--- src/rtl/deserializer_framed.sv ---
// Framed serial-to-parallel deserializer.
// A start pulse accepted in IDLE optionally waits SKIP_CYCLES lead-in clocks.
// It then captures WORD_COUNT words of WORD_SIZE bits, one bit per clock.
// Each completed word lands in a valid/ready holding register. Overwriting an
// unconsumed word raises a sticky overrun flag.
module deserializer_framed #(
    parameter int WORD_SIZE   = 8,
    parameter int WORD_COUNT  = 2,
    parameter int MSB_FIRST   = 1,
    parameter int SKIP_CYCLES = 1,
    localparam int IDX_W      = (WORD_COUNT > 1) ? $clog2(WORD_COUNT) : 1
) (
    input  logic                 clock,
    input  logic                 reset,
    input  logic                 start,
    input  logic                 data_in,
    input  logic                 data_ready,
    output logic [WORD_SIZE-1:0] data_out,
    output logic                 data_valid,
    output logic [IDX_W-1:0]     word_index,
    output logic                 busy,
    output logic                 frame_done,
    output logic                 overrun
);

    localparam int BIT_W  = $clog2(WORD_SIZE);
    localparam int SKIP_W = (SKIP_CYCLES > 1) ? $clog2(SKIP_CYCLES) : 1;

    localparam logic [BIT_W-1:0]  BIT_LAST  = BIT_W'(WORD_SIZE - 1);
    localparam logic [IDX_W-1:0]  WORD_LAST = IDX_W'(WORD_COUNT - 1);
    localparam logic [SKIP_W-1:0] SKIP_LAST = SKIP_W'((SKIP_CYCLES > 0) ? (SKIP_CYCLES - 1) : 0);

    typedef enum logic [1:0] {
        ST_IDLE    = 2'd0,
        ST_SKIP    = 2'd1,
        ST_CAPTURE = 2'd2
    } state_t;

    state_t                r_state;
    logic [WORD_SIZE-1:0]  r_shift;
    logic [BIT_W-1:0]      r_bit_cnt;
    logic [IDX_W-1:0]      r_word_cnt;
    logic [SKIP_W-1:0]     r_skip_cnt;
    logic                  r_busy;
    logic                  r_frame_done;
    logic [WORD_SIZE-1:0]  r_data_out;
    logic                  r_data_valid;
    logic [IDX_W-1:0]      r_word_index;
    logic                  r_overrun;

    logic [WORD_SIZE-1:0]  w_shift_msb;
    logic [WORD_SIZE-1:0]  w_shift_lsb;
    logic [WORD_SIZE-1:0]  w_shift_next;
    logic                  w_accept;
    logic                  w_word_end;

    // MSB-first pushes new bits in at bit 0 and moves earlier bits up.
    // LSB-first pushes them in at the top, so the first bit ends in bit 0.
    assign w_shift_msb  = {r_shift[WORD_SIZE-2:0], data_in};
    assign w_shift_lsb  = {data_in, r_shift[WORD_SIZE-1:1]};
    assign w_shift_next = (MSB_FIRST != 0) ? w_shift_msb : w_shift_lsb;

    assign w_accept   = (r_state == ST_IDLE) && start;
    assign w_word_end = (r_state == ST_CAPTURE) && (r_bit_cnt == BIT_LAST);

    // Frame sequencer: lead-in skip, bit/word counting, busy and frame_done.
    always_ff @(posedge clock or negedge reset) begin
        if (!reset) begin
            r_state      <= ST_IDLE;
            r_shift      <= '0;
            r_bit_cnt    <= '0;
            r_word_cnt   <= '0;
            r_skip_cnt   <= '0;
            r_busy       <= 1'b0;
            r_frame_done <= 1'b0;
        end else begin
            r_frame_done <= 1'b0;
            case (r_state)
                ST_IDLE: begin
                    if (start) begin
                        r_bit_cnt  <= '0;
                        r_word_cnt <= '0;
                        r_skip_cnt <= '0;
                        r_busy     <= 1'b1;
                        if (SKIP_CYCLES > 0) begin
                            r_state <= ST_SKIP;
                        end else begin
                            r_state <= ST_CAPTURE;
                        end
                    end else begin
                        r_busy <= 1'b0;
                    end
                end
                ST_SKIP: begin
                    if (r_skip_cnt == SKIP_LAST) begin
                        r_skip_cnt <= '0;
                        r_state    <= ST_CAPTURE;
                    end else begin
                        r_skip_cnt <= r_skip_cnt + 1'b1;
                    end
                end
                ST_CAPTURE: begin
                    r_shift <= w_shift_next;
                    if (r_bit_cnt == BIT_LAST) begin
                        r_bit_cnt <= '0;
                        if (r_word_cnt == WORD_LAST) begin
                            r_word_cnt   <= '0;
                            r_state      <= ST_IDLE;
                            r_busy       <= 1'b0;
                            r_frame_done <= 1'b1;
                        end else begin
                            r_word_cnt <= r_word_cnt + 1'b1;
                        end
                    end else begin
                        r_bit_cnt <= r_bit_cnt + 1'b1;
                    end
                end
                default: begin
                    r_state <= ST_IDLE;
                    r_busy  <= 1'b0;
                end
            endcase
        end
    end

    // Output holding register: a load beats a consume, and overwriting an unconsumed word sets overrun.
    always_ff @(posedge clock or negedge reset) begin
        if (!reset) begin
            r_data_out   <= '0;
            r_data_valid <= 1'b0;
            r_word_index <= '0;
            r_overrun    <= 1'b0;
        end else begin
            if (w_accept) begin
                r_overrun <= 1'b0;
            end else if (w_word_end && r_data_valid && !data_ready) begin
                r_overrun <= 1'b1;
            end else begin
                r_overrun <= r_overrun;
            end

            if (w_word_end) begin
                r_data_out   <= w_shift_next;
                r_word_index <= r_word_cnt;
                r_data_valid <= 1'b1;
            end else if (r_data_valid && data_ready) begin
                r_data_valid <= 1'b0;
            end else begin
                r_data_valid <= r_data_valid;
            end
        end
    end

    assign data_out   = r_data_out;
    assign data_valid = r_data_valid;
    assign word_index = r_word_index;
    assign busy       = r_busy;
    assign frame_done = r_frame_done;
    assign overrun    = r_overrun;

endmodule

--- config.mk ---
export PLATFORM = sky130hd
export DESIGN_NAME = deserializer_framed
export DESIGN_NICKNAME = d
export VERILOG_FILES = /design/src/rtl/deserializer_framed.sv
export SDC_FILE = /design/constraint.sdc
export NUM_CORES = 1
export LEC_CHECK = 0
export BUFFER_PORTS_ARGS = -buffer_cell sky130_fd_sc_hd__buf_2
export CORE_MARGIN = 8
export CORE_UTILIZATION = 30
export CTS_BUF_LIST = sky130_fd_sc_hd__clkbuf_8
export CTS_CLUSTER_DIAMETER = 120
export DETAILED_ROUTE_END_ITERATION = 6
export SETUP_SLACK_MARGIN = 0.3
export SYNTH_ARGS = -nofsm -noshare
export SYNTH_HDL_FRONTEND = slang
export SYNTH_SLANG_ARGS = --single-unit
--- constraint.sdc ---
create_clock -name clock -period 2 [get_ports clock]
set_clock_uncertainty 0.05 [all_clocks]
set_input_delay 0 -clock clock [delete_from_list [all_inputs] [get_ports clock]]
set_output_delay 0 -clock clock [all_outputs]
set_load 0.1 [all_outputs]
=== Word-level counts from Yosys, hierarchy flattened ===
Index checks and enable logic that the tools add are counted.
W data, S select, Z words.

* Muxes and demuxes: 25
* Bitwise logic cells: 1
* Divide/modulo/power cells: 0
* Multipliers: 0
* Shifts and indexed selects: 0
* $add $sub $neg: 3
* Reduce and logical (&&, ||, !) cells: 16
* Magnitude comparators: 0
* Eq/ne operators: 7

{| class="wikitable"
|+ Operators with widths
! operator !! number
|-
| $mux W1 || 14
|-
| $mux W2 || 4
|-
| $reduce_bool A2 Y1 || 4
|-
| $mux W3 || 2
|-
| $ne A2 B2 Y1 const B || 3
|-
| $pmux W2 S3 || 1
|-
| $pmux W3 S2 || 1
|-
| $reduce_and A3 Y1 || 2
|-
| $logic_and A1 B1 Y1 || 5
|-
| $pmux W1 S2 || 2
|-
| $reduce_and A2 Y1 || 2
|-
| $reduce_and A4 Y1 || 1
|-
| $add A3 B1 Y3 const B || 1
|-
| $eq A3 B3 Y1 const B || 1
|-
| $pmux W1 S3 || 1
|-
| $add A1 B1 Y1 const B || 2
|-
| $eq A2 B1 Y1 const B || 1
|-
| $eq A2 B2 Y1 const B || 1
|-
| $logic_not A2 Y1 || 1
|-
| $ne A2 B1 Y1 const B || 1
|-
| $logic_not A1 Y1 || 1
|-
| $not A1 Y1 || 1
|}

* Word-level logic and storage cells: 63
* Register bits after elaboration: 27
* Memories: 0
* Memory bits (read-only): 0
* RAM bits: 0
* Bits in latches: 0
* Input port bits: 5

=== Longest topological paths before layout ===
* Depth after elaboration: 6
* Gate-level depth with buffers: 6

=== Least setup slack after synthesis ===
Ideal clock, no wire load.

* Path type: register to register
* Start point: reg r_bit_cnt[0]
* End point: reg r_data_out[0] (netlist: data_out[0])
* Cell stages (with the launch flop): 6
* Data arrival time: 1.332 ns
* Buffers on the path: 1
* Setup time: 0.126 ns
* Slack: 0.492 ns
* Clock period less this slack: 1.508 ns
* Path through: dfrtp_1 > ha_1 > ha_1 > nand3b_4 > buf_6 > mux2_2

* Longest elaborated chain between the ends: 2

{| class="wikitable"
|+ RTL lines
! item !! line !! text
|-
| start: declaration || 41 || <nowiki>logic [BIT_W-1:0] r_bit_cnt;</nowiki>
|-
| start signal: assignment || 115 || <nowiki>r_bit_cnt <= r_bit_cnt + 1'b1;</nowiki>
|-
| $eq A3 B3 Y1 || 64 || <nowiki>assign w_word_end = (r_state == ST_CAPTURE) && (r_bit_cnt == BIT_LAST);</nowiki>
|-
| $logic_and A1 B1 Y1 || 64 ||
|-
| end signal: assignment || 143 || <nowiki>r_data_out <= w_shift_next;</nowiki>
|-
| end: declaration || 46 || <nowiki>logic [WORD_SIZE-1:0] r_data_out;</nowiki>
|}

No other way between the ends.
A chain may end at the register's enable or synchronous reset.

=== Worst setup path in the final report ===
Same ends and word-level chain as after synthesis.

==> flow_summary.yaml <==
global_route:
  grt_pass1_wl_um: 2950
  grt_pass1_vias: 631
  track_usage: 0.0686
  grt_start_max_net_pins: 27
  grt-ovfl-total: 0
  antenna_found_initial: 0
place:
  port_buffers: 17
  gp_congestion: 0.765
  hpwl_um: 1250
  place_ws_ns: 0.469
cts:
  cts_resized: 0
  numCtsBuffers: 3
  clock-root-buffer: "clkbuf_8"
  cts_sinks: 26
  path_clk_slew_ns: 0.08
  clkLatencyLatePin_ns: 0.26
  htree_levels: 1
  clockBufferDepth: 2
  cts_tree: "yes"
yosys:
  ys_seq_elements: 26
  synth_cells: 70
  synthesis.area_mm2: 0.00105
  ys_seq_area_frac: 0.621
  yosysTopAreaCell: "dfrtp_1"
  syn_avg_cell_area_um2: 15.0
  synth_cell_type_count: 17
  ys_warn_count: 0
  synth_top_area_share: 0.621
  syn_nets: 78
  synth.area.top_cells: "dfrtp_1 62%, mux2_2 17%, ha_1 3.6%"
power:
  p_comb_frac: 0.422
  p_sw_frac: 0.433
  power_density_mw_per_mm2: 1580
  clock_power_share: 0.161
  power_frac_seq: 0.417
  irDropWorstVdd_mv: 0.605
  switchingPower_mw: 0.866
  p_leak_nw: 0.657
  p_int_mw: 1.14
routing:
  routedWlPerCell_um: 12.2
  vias: 621
  vias_per_cell: 4.47
  drt_iter0_drc: 10
  wirelength_um: 1700
  ant_nets: 0
  drtPass1Iterations: 2
  drc: 0
setup_path:
  required_ns: 2.10
  max_stage_delay_ns: 0.40
  path_max_fanout: 13
  ff2ff_path_depth: 4
  slowest_stage: "dfrtp_1"
  path_cells: "ha_1, ha_1, nand3b_4, mux2_2"
  end_kind: "flop"
  cp.arrival_ns: 1.64
  critPathLaunchType: "flop"
  crit_top_cell: "ha_1"
  path_class: "reg2reg"
cells_and_area:
  final_nets: 102
  area_growth_pct: 20.5
  antenna_cells: 0
  fin_util: 0.378
  drive_gt1_frac: 0.419
  layout_commonest_cell: "dfrtp_1"
  mostFrequentLayoutCells: "26 x dfrtp_1, 17 x buf_2, 16 x mux2_2"
floorplan:
  coreArea_mm2: 0.00334
  rows: 21
  die_x_um: 75.1
  fp.dieArea_mm2: 0.00564
  die_y_um: 75.1
  io_pins: 18
  initial_core_util: 0.314
timing:
  setup-violations-final: 0
  worstMarginPinSlew_ns: 0.550
  fin_ws_ns: 0.459
  setup_tns_ns: 0
  period_share: 0.770
  finalMaxSlewViolations: 0
  relSlewSlack: 0.633
  rsz0062_at_grt: "false"
  fin_crit_ns: 1.54
  hold_viol: 0
  whs_ns: 0.203
  fmax_ghz: 0.649
status:
  outcome: "complete, no violations"
job:
  maxCapViolCount: 0
hold_path:
  hp-class: "in2async"
-- worst paths after layout --
check                           slack [ns]           to          from
worst max-delay path                  0.46  data_out[0]  r_bit_cnt[0]
worst min-delay path                  0.20   r_state[0]         reset
worst max register to register        0.46  data_out[0]  r_bit_cnt[0]
worst min register to register        0.45  data_out[0]   data_out[0]
max in group asynchronous             1.33  data_out[6]         reset
min in group clock                    0.42   data_valid    data_ready
-- sequential cells by signal, indices dropped and copies added (netlist names) --
name        count
r_state         2
word_index      1
r_shift         7
overrun         1
frame_done      1
data_valid      1
r_word_cnt      1
data_out        8
busy            1
r_bit_cnt       3
-- cell usage after synthesis --
master,n
ha_1,3
nand3b_4,1
nor3b_1,1
and3_1,1
nand2_1,2
nand3_1,1
nor2_1,2
mux2_2,16
o21ai_0,5
dfrtp_1,26
a22o_1,3
nand3b_1,1
inv_1,3
nor2b_4,1
o31a_1,1
buf_6,2
mux2i_1,1
-- per-stage QoR --
stage	power, mW	cell area (µm²)	std cells
floorplan	1.55	1050	70
global placement	1.67	1170	131
detailed placement	1.69	1170	131
CTS	2.03	1260	139
global route	2.12	1260	139
finish	2.00	1260	139
-- metal layers --
metal / vias to the layer above / track usage / share of wire
li1: 292 / - / -
met1: 311 / 0.0767 / 0.47
met2: 16 / 0.110 / 0.45
met3: 2 / 0.0226 / 0.058
met4: 0 / 0.0413 / 0.018
met5: - / 0 / 0
-- critical path: cells and delay by family (launching register included) --
family,cells,cell delay [ns]
mux,1,0.35
fa+ha+maj,2,0.45
simple gates,1,0.18
flops,1,0.40
-- power by group through the flow --
stage / clock network (mW) / registers [mW] / logic (mW)
4_1_cts: 0.339 / 0.836 / 0.854
6_report: 0.323 / 0.834 / 0.844
3_3_place_gp: 0 / 0.840 / 0.833
2_1_floorplan: 0 / 1.23 / 0.320
5_1_grt: 0.363 / 0.861 / 0.898
3_5_place_dp: 0 / 0.847 / 0.846
-- kinds of logic after synthesis --
logic type	Yosys count	synth area share
AOI/OAI and AO/OA	9	0.0573
adders and majority gates	3	0.0358
buffers and inverters	5	0.0323
DFF	26	0.621
muxes	17	0.182
and+or+nand+nor	10	0.0717
-- repair_timing --
action                                 CTS  global route
hold buffers                             4             0
endpoints found under the hold margin   31             0
buffers inserted                         0             0
-- layout make-up --
type	instances	area, µm²
Multi-Input combinational cell	39	363
Sequential cell	26	651
Tap cell	46	57.6
Timing Repair Buffer	21	125
Fill cell	333	2070
Clock buffer	4	55.1
Inverter	3	11.3
Power figures use the tool's default switching activity.
